## src/rtl/player_move_if.sv

```systemverilog
// player_move_if: bundles the button inputs, frame pulse and grid-position
// outputs of player_move_ctrl.
//   master : drives p1_btn/p2_btn/frame_tick, observes positions and flags
//   slave  : the controller (consumes buttons/frame_tick, drives positions)
// Handshake: there is no valid/ready pair here. Buttons are level signals
// sampled every clk; frame_tick is a one-cycle strobe. Outputs are
// registered and are valid in every cycle after reset.
// p1_state_dbg/p2_state_dbg expose the per-player move FSM states.
interface player_move_if;
  logic [3:0] p1_btn;
  logic [3:0] p2_btn;
  logic       frame_tick;
  logic [3:0] player_x;
  logic [3:0] player_y;
  logic [3:0] player_2x;
  logic [3:0] player_2y;
  logic       p1_win;
  logic       p2_win;
  logic       game_over;
  logic [1:0] p1_state_dbg;
  logic [1:0] p2_state_dbg;

  modport master (
    output p1_btn, p2_btn, frame_tick,
    input  player_x, player_y, player_2x, player_2y,
    input  p1_win, p2_win, game_over, p1_state_dbg, p2_state_dbg
  );

  modport slave (
    input  p1_btn, p2_btn, frame_tick,
    output player_x, player_y, player_2x, player_2y,
    output p1_win, p2_win, game_over, p1_state_dbg, p2_state_dbg
  );
endinterface

```

## src/rtl/player_move_ctrl.sv

```systemverilog
// player_move_ctrl: turns raw push buttons of two players into 4-bit grid
// coordinates for the VGA display stage.
// Pipeline: 2-flop sync -> per-bit debounce -> rising-edge press pulse ->
// per-player FSM (IDLE -> WAIT_FRAME -> COOLDOWN) -> legality check ->
// position/win registers. Positions only change on frame_tick.
// Ports:
//   clk  : system clock
//   rst  : synchronous, active-low reset
//   bus  : player_move_if.slave (buttons, frame_tick, positions, win flags,
//          FSM state debug)
// Optional feature: define WRAP_X_EN to wrap horizontal moves across the
// left/right grid edges; undefined, those moves are blocked.
module player_move_ctrl #(
  parameter int DEBOUNCE_CYCLES = 500000,
  parameter int COOLDOWN_CYCLES = 5000000,
  parameter int START_X1        = 7,
  parameter int START_X2        = 8,
  parameter int START_Y         = 11
) (
  input  logic          clk,
  input  logic          rst,
  player_move_if.slave  bus
);

  localparam int DW = $clog2(DEBOUNCE_CYCLES) + 1;
  localparam int CW = $clog2(COOLDOWN_CYCLES + 1) + 1;

  typedef enum logic [1:0] {IDLE, WAIT_FRAME, COOLDOWN} state_t;

  typedef struct packed {
    logic       ok;
    logic [3:0] x;
    logic [3:0] y;
  } move_t;

  // ---------------- synchroniser / debounce / edge detect ----------------
  // Bits [3:0] belong to player 1, [7:4] to player 2; within a nibble
  // bit 3 = up, 2 = down, 1 = left, 0 = right.
  logic [7:0]    sync1, sync2, db, db_q;
  logic [DW-1:0] db_cnt [8];
  logic [7:0]    press;

  always_ff @(posedge clk) begin
    if (!rst) begin
      sync1 <= '0;
      sync2 <= '0;
      db    <= '0;
      db_q  <= '0;
      for (int i = 0; i < 8; i++) db_cnt[i] <= '0;
    end else begin
      sync1 <= {bus.p2_btn, bus.p1_btn};
      sync2 <= sync1;
      db_q  <= db;
      for (int i = 0; i < 8; i++) begin
        if (sync2[i] == db[i]) begin
          db_cnt[i] <= '0;
        end else if (db_cnt[i] == DW'(DEBOUNCE_CYCLES - 1)) begin
          db[i]     <= sync2[i];
          db_cnt[i] <= '0;
        end else begin
          db_cnt[i] <= db_cnt[i] + DW'(1);
        end
      end
    end
  end

  assign press = db & ~db_q;

  // Keep only the highest-priority press: up > down > left > right.
  function automatic logic [3:0] pick(input logic [3:0] p);
    if (p[3])      pick = 4'b1000;
    else if (p[2]) pick = 4'b0100;
    else if (p[1]) pick = 4'b0010;
    else if (p[0]) pick = 4'b0001;
    else           pick = 4'b0000;
  endfunction

  function automatic logic is_tree(input logic [3:0] col);
    case (col)
      4'd0, 4'd1, 4'd3, 4'd4, 4'd6, 4'd8, 4'd10, 4'd12, 4'd13, 4'd15:
        is_tree = 1'b1;
      default: is_tree = 1'b0;
    endcase
  endfunction

  // Target is formed 5 bits wide so under/overflow shows up as a value
  // outside the grid rather than silently wrapping.
  function automatic move_t eval_move(input logic [3:0] dir,
                                      input logic [3:0] x, input logic [3:0] y,
                                      input logic [3:0] ox, input logic [3:0] oy);
    logic [4:0] tx, ty;
    logic       ok;
    tx = {1'b0, x};
    ty = {1'b0, y};
    case (dir)
      4'b1000: ty = ty - 5'd1;
      4'b0100: ty = ty + 5'd1;
      4'b0010: tx = tx - 5'd1;
      4'b0001: tx = tx + 5'd1;
      default: ;
    endcase
`ifdef WRAP_X_EN
    tx = {1'b0, tx[3:0]};
`endif
    ok = 1'b1;
    if (tx > 5'd15) ok = 1'b0;
    if (ty > 5'd11) ok = 1'b0;
    if (ty == 5'd1 && is_tree(tx[3:0])) ok = 1'b0;
    if (tx[3:0] == ox && ty[3:0] == oy) ok = 1'b0;
    eval_move = '{ok: ok, x: tx[3:0], y: ty[3:0]};
  endfunction

  // ---------------- per-player move FSMs and positions ----------------
  state_t        st1, st2;
  logic [3:0]    pend1, pend2;
  logic [CW-1:0] cd1, cd2;
  logic [3:0]    x1, y1, x2, y2;
  logic          win1, win2, go;

  move_t      m1, m2;
  logic       mv1, mv2;
  logic [3:0] nx1, ny1;

  // Player 2 is checked against player 1's post-tick tile, so player 1
  // takes a contested tile.
  always_comb begin
    m1  = eval_move(pend1, x1, y1, x2, y2);
    mv1 = (st1 == WAIT_FRAME) && bus.frame_tick && m1.ok;
    nx1 = mv1 ? m1.x : x1;
    ny1 = mv1 ? m1.y : y1;
    m2  = eval_move(pend2, x2, y2, nx1, ny1);
    mv2 = (st2 == WAIT_FRAME) && bus.frame_tick && m2.ok;
  end

  always_ff @(posedge clk) begin
    if (!rst) begin
      st1   <= IDLE;
      st2   <= IDLE;
      pend1 <= '0;
      pend2 <= '0;
      cd1   <= '0;
      cd2   <= '0;
      x1    <= 4'(START_X1);
      y1    <= 4'(START_Y);
      x2    <= 4'(START_X2);
      y2    <= 4'(START_Y);
      win1  <= 1'b0;
      win2  <= 1'b0;
      go    <= 1'b0;
    end else begin
      if (mv1) begin
        x1 <= m1.x;
        y1 <= m1.y;
        if (m1.y == 4'd0) win1 <= 1'b1;
      end
      if (mv2) begin
        x2 <= m2.x;
        y2 <= m2.y;
        if (m2.y == 4'd0) win2 <= 1'b1;
      end
      if ((mv1 && m1.y == 4'd0) || (mv2 && m2.y == 4'd0)) go <= 1'b1;

      case (st1)
        IDLE: if (press[3:0] != 4'd0) begin
          pend1 <= pick(press[3:0]);
          st1   <= WAIT_FRAME;
        end
        WAIT_FRAME: if (bus.frame_tick) begin
          cd1 <= CW'(COOLDOWN_CYCLES);
          st1 <= COOLDOWN;
        end
        COOLDOWN: if (cd1 == '0) st1 <= IDLE;
                  else cd1 <= cd1 - CW'(1);
        default: st1 <= IDLE;
      endcase

      case (st2)
        IDLE: if (press[7:4] != 4'd0) begin
          pend2 <= pick(press[7:4]);
          st2   <= WAIT_FRAME;
        end
        WAIT_FRAME: if (bus.frame_tick) begin
          cd2 <= CW'(COOLDOWN_CYCLES);
          st2 <= COOLDOWN;
        end
        COOLDOWN: if (cd2 == '0) st2 <= IDLE;
                  else cd2 <= cd2 - CW'(1);
        default: st2 <= IDLE;
      endcase

      // After a win both FSMs are parked; this overrides the case above.
      if (go) begin
        st1 <= IDLE;
        st2 <= IDLE;
      end
    end
  end

  assign bus.player_x     = x1;
  assign bus.player_y     = y1;
  assign bus.player_2x    = x2;
  assign bus.player_2y    = y2;
  assign bus.p1_win       = win1;
  assign bus.p2_win       = win2;
  assign bus.game_over    = go;
  assign bus.p1_state_dbg = st1;
  assign bus.p2_state_dbg = st2;

endmodule

```

## src/flat_wrapper.sv

```systemverilog
// flat-port wrapper written by rule: the top's interface ports become plain ports
module player_move_ctrl_flat 
#(
  parameter int DEBOUNCE_CYCLES = 500000,
  parameter int COOLDOWN_CYCLES = 5000000,
  parameter int START_X1        = 7,
  parameter int START_X2        = 8,
  parameter int START_Y         = 11
)
  (clk, rst, bus_p1_btn, bus_p2_btn, bus_frame_tick, bus_player_x, bus_player_y, bus_player_2x, bus_player_2y, bus_p1_win, bus_p2_win, bus_game_over, bus_p1_state_dbg, bus_p2_state_dbg);
  player_move_if bus_i ();
  input  logic clk;
  input  logic rst;
  input wire logic [$bits(bus_i.p1_btn)-1:0] bus_p1_btn;
  input wire logic [$bits(bus_i.p2_btn)-1:0] bus_p2_btn;
  input wire logic [$bits(bus_i.frame_tick)-1:0] bus_frame_tick;
  output wire logic [$bits(bus_i.player_x)-1:0] bus_player_x;
  output wire logic [$bits(bus_i.player_y)-1:0] bus_player_y;
  output wire logic [$bits(bus_i.player_2x)-1:0] bus_player_2x;
  output wire logic [$bits(bus_i.player_2y)-1:0] bus_player_2y;
  output wire logic [$bits(bus_i.p1_win)-1:0] bus_p1_win;
  output wire logic [$bits(bus_i.p2_win)-1:0] bus_p2_win;
  output wire logic [$bits(bus_i.game_over)-1:0] bus_game_over;
  output wire logic [$bits(bus_i.p1_state_dbg)-1:0] bus_p1_state_dbg;
  output wire logic [$bits(bus_i.p2_state_dbg)-1:0] bus_p2_state_dbg;
  assign bus_i.p1_btn = bus_p1_btn;
  assign bus_i.p2_btn = bus_p2_btn;
  assign bus_i.frame_tick = bus_frame_tick;
  assign bus_player_x = bus_i.player_x;
  assign bus_player_y = bus_i.player_y;
  assign bus_player_2x = bus_i.player_2x;
  assign bus_player_2y = bus_i.player_2y;
  assign bus_p1_win = bus_i.p1_win;
  assign bus_p2_win = bus_i.p2_win;
  assign bus_game_over = bus_i.game_over;
  assign bus_p1_state_dbg = bus_i.p1_state_dbg;
  assign bus_p2_state_dbg = bus_i.p2_state_dbg;
  player_move_ctrl #(.DEBOUNCE_CYCLES(DEBOUNCE_CYCLES), .COOLDOWN_CYCLES(COOLDOWN_CYCLES), .START_X1(START_X1), .START_X2(START_X2), .START_Y(START_Y)) u_core (.clk(clk), .rst(rst), .bus(bus_i));
endmodule
```

## config.mk

```make
export PLATFORM = sky130hd
export DESIGN_NAME = player_move_ctrl_flat
export DESIGN_NICKNAME = d
export VERILOG_FILES = /design/src/rtl/player_move_if.sv /design/src/rtl/player_move_ctrl.sv /design/src/flat_wrapper.sv
export SDC_FILE = /design/constraint.sdc
export NUM_CORES = 1
export LEC_CHECK = 0
export CAP_MARGIN = 5
export CORE_UTILIZATION = 40
export CTS_CLUSTER_DIAMETER = 120
export DETAILED_ROUTE_END_ITERATION = 16
export GPL_ROUTABILITY_DRIVEN = 0
export SYNTH_ARGS = -nofsm -noshare
export SYNTH_HDL_FRONTEND = slang
export SYNTH_SLANG_ARGS = --single-unit
```

## constraint.sdc

```tcl
create_clock -name clk -period 6.1 [get_ports clk]
set_clock_uncertainty 0.2 [all_clocks]
set_input_delay 0.61 -clock clk [delete_from_list [all_inputs] [get_ports clk]]
set_output_delay 0.61 -clock clk [all_outputs]
set_load 0.02 [all_outputs]
```

==> reports/qor.yml <==
clock_network:
  clk_pin_slew_ns: 0.06
  hold_buffers: 0
  htreeDepth: 1
  cts_sinks: 271
  cts_made_buffers: 30
  clock_latency_ns: 0.55
  root_buffer: "clkbuf_16"
  cts_tree: "yes"
  cts_setup_buffers: 0
  clock_path_buffers: 3
  cts_resized: 0
power:
  clkPwrFrac_pct: 45.9
  power_switching_mw: 0.844
  p_int_mw: 3.12
  peakVddDrop_uv: 184
  power_density_nw_per_um2: 242
  p_leak_nw: 5.98
  switching_share_pct: 21.3
  pwr-share-comb_pct: 2.7
  p_seq_share_pct: 51.3
routing:
  drc: 0
  drt.antenna.violating_nets: 0
  vias: 10200
  drt_iter0_markers: 464
  totalWireLength_um: 26800
  drt_first_pass_iters: 5
  avgViaCountPerCell: 4.86
  wl_per_cell_um: 12.7
logic_synthesis:
  ys_seq_area_share_pct: 49.9
  ys_seq_elements: 271
  synth_edf_count: 160
  synth_top_cell_by_area: "edfxtp_1"
  synth_area_leaders: "edfxtp_1, dfxtp_1, xor2_1"
  synth_cells: 1444
  async_flop_share_pct: 0
  postSynthAreaPerCell_sq_um: 9.75
  synthFlopType: "edfxtp_1"
  syn_area_sq_um: 14100
  synth.distinct_cells: 71
  yosys_warnings: 0
  synth_top_area_share_pct: 34.1
die:
  io_pins: 34
  rows: 68
  die-height_um: 190
  core_area_sq_um: 34600
  fp.dieArea_sq_um: 36000
  initial_utilization_pct: 40.7
  die_w_um: 190
timing:
  hold_viol: 0
  clock.fmax_mhz: 213
  fin_tns_setup_ns: 0
  slew_violations: 0
  rsz0062_at_grt: "false"
  final-setup-viol-count: 0
  worst_pin_slew_ns: 0.749
  timing.final.crit_share_pct: 77.1
  relSlewSlack_pct: 49.4
  period_minus_slack_ns: 4.70
worst_setup_path:
  crit_arrival_ns: 4.94
  r2r_cells: 14
  timing.rr.start: "u_core.pend1[3]"
  endpoint_kind: "flop"
  crit_path_max_fanout: 11
  critPathRequiredTime_ns: 6.33
  r2r_slack_ns: 1.40
  critPathKind: "reg2reg"
  critPathLaunchType: "flop"
  reg2reg_to: "u_core.bus.player_2y[0]"
worst_hold_path:
  min-delay-start: "u_core.sync1[3]"
  hold_end: "u_core.sync2[3]"
  holdPathStages: 1
  hold_class: "reg2reg"
finish:
  syn2layout_area_growth_pct: 16.6
  final_nets: 1665
  diodes: 0
  drive_above_1_share_pct: 4.48
  nFillCells: 3267
  final_util_pct: 47.4
global_routing:
  gr-usage-all-layers_pct: 15.2
  antenna_found_initial: 0
  grt_max_degree: 50
  busiest_layer: "met2"
  grt_pass1_wl_um: 46300
  overflow: 0
  grt_use_met2_pct: 25.4
  use_met1_pct: 20.5
  use_met3_pct: 2.25
  first_global_vias: 9785
place:
  port_buffers: 33
  hpwl_um: 18500
status:
  status: "finished, final reports clean"
run:
  cap_violations: 0
-- sequential cells by signal, summed over array words and instances (netlist names), 4 cells and up --
signal,count
u_core.db_q,8
u_core.pend1,4
u_core.db_cnt,160
u_core.bus.player_y,4
u_core.db,8
u_core.bus.player_2y,4
u_core.sync2,8
u_core.sync1,8
u_core.cd1,24
u_core.cd2,24
u_core.pend2,4
u_core.bus.player_2x,4
u_core.bus.player_x,4
-- worst max-delay path, stage by stage, from the launching register on --
cell	delay, ns
dfxtp_1	0.42
nor2_1	0.29
nand3b_1	0.28
fa_1	0.49
xnor2_1	0.29
nand3b_1	0.19
a21boi_0	0.27
o32ai_1	0.14
or4_1	0.59
nand3_2	0.22
mux2_1	0.34
a31oi_1	0.17
buf_4	0.19
nor2b_1	0.16
mux2_2	0.34
-- cell usage in the layout (no fill, tap or decap), types with 19 or more instances in the layout --
cell and count:
mux2i_1 19, xor2_1 118, and2_1 25, xnor2_1 96, and3_1 26, clkdlybuf4s50_1 32, inv_1 38, conb_1 160
nand3_1 64, nand4_1 30, ha_1 22, nor2_1 256, a21oi_1 58, nand2_1 116, clkbuf_16 31, o21ai_0 40
edfxtp_1 160, dfxtp_1 111, nor3_1 31, or3_1 35, nor4_1 22
-- cells in the mapped netlist (all sizes together) (27+ instances only) --
cell type  count
dfxtp        111
nand2        116
clkbuf        34
edfxtp       160
nand4         30
xor2         119
nor2         256
o21ai         41
nor3          31
inv           39
xnor2         96
or3           39
nand3         65
and3          27
a21oi         58
-- power groups by stage --
stage                     logic, mW  clock network [mW]  registers (mW)
final                         0.108                1.82            2.03
after global routing          0.127                1.95            2.04
after CTS                     0.107                1.88            2.03
after detailed placement      0.106                   0            2.07
after global placement        0.106                   0            2.07
after floorplan              0.0855                   0            2.06
-- how the worst max path moves through the flow --
stage | start | to | slack, ns | cells after the start
after floorplan | u_core.pend1[0] | u_core.bus.player_2y[0] | 1.90 | 15
after global routing | u_core.pend1[3] | u_core.bus.player_2y[0] | 1.18 | 14
final | u_core.pend1[3] | u_core.bus.player_2y[0] | 1.40 | 14
after global placement | u_core.pend1[0] | u_core.bus.player_2y[0] | 1.56 | 15
after CTS | u_core.pend1[0] | u_core.bus.player_2y[0] | 1.44 | 14
after detailed placement | u_core.pend1[0] | u_core.bus.player_2y[0] | 1.47 | 14
-- area by class of cell --
cell class	count	area (sq um)	share of cell area (%)
well taps	455	569	3.47
clock buffers	49	943	5.75
repair buffers	36	348	2.12
inverters	39	146	0.892
clock inverters	7	63.8	0.389
multi-input cells	1250	7310	44.6
flip-flops and latches	271	7030	42.8
-- metal layers --
layer  routed length, um  up-vias
met5                   0        -
met4                 606        0
met1               13000     4829
li1                    -     5257
met3                 857       47
met2               12400      116
-- cell families after synthesis --
| logic type | synth area share [%] |
|---|---|
| AND/OR/NAND/NOR | 23.6 |
| XOR/XNOR | 13.7 |
| multiplexers | 1.75 |
| adder cells (fa/ha/maj) | 2.52 |
| flip-flops | 49.9 |
| buffers and inverters | 2.39 |
| other | 0.0266 |
| AO/OA/AOI/OAI | 6.02 |
-- metrics by stage --
stage | hold slack, ns | instances | instance area (sq um) | power, mW | setup slack [ns]
6_report | 0.237 | 2107 | 16400 | 3.96 | 1.40
3_3_place_gp | 0.216 | 2051 | 15400 | 2.18 | 1.56
3_5_place_dp | 0.220 | 2051 | 15400 | 2.18 | 1.47
2_1_floorplan | 0.212 | 1603 | 14700 | 2.15 | 1.90
4_1_cts | 0.238 | 2107 | 16400 | 4.02 | 1.44
5_1_grt | 0.251 | 2107 | 16400 | 4.12 | 1.18
No activity file was read; power rests on OpenSTA's default activity.
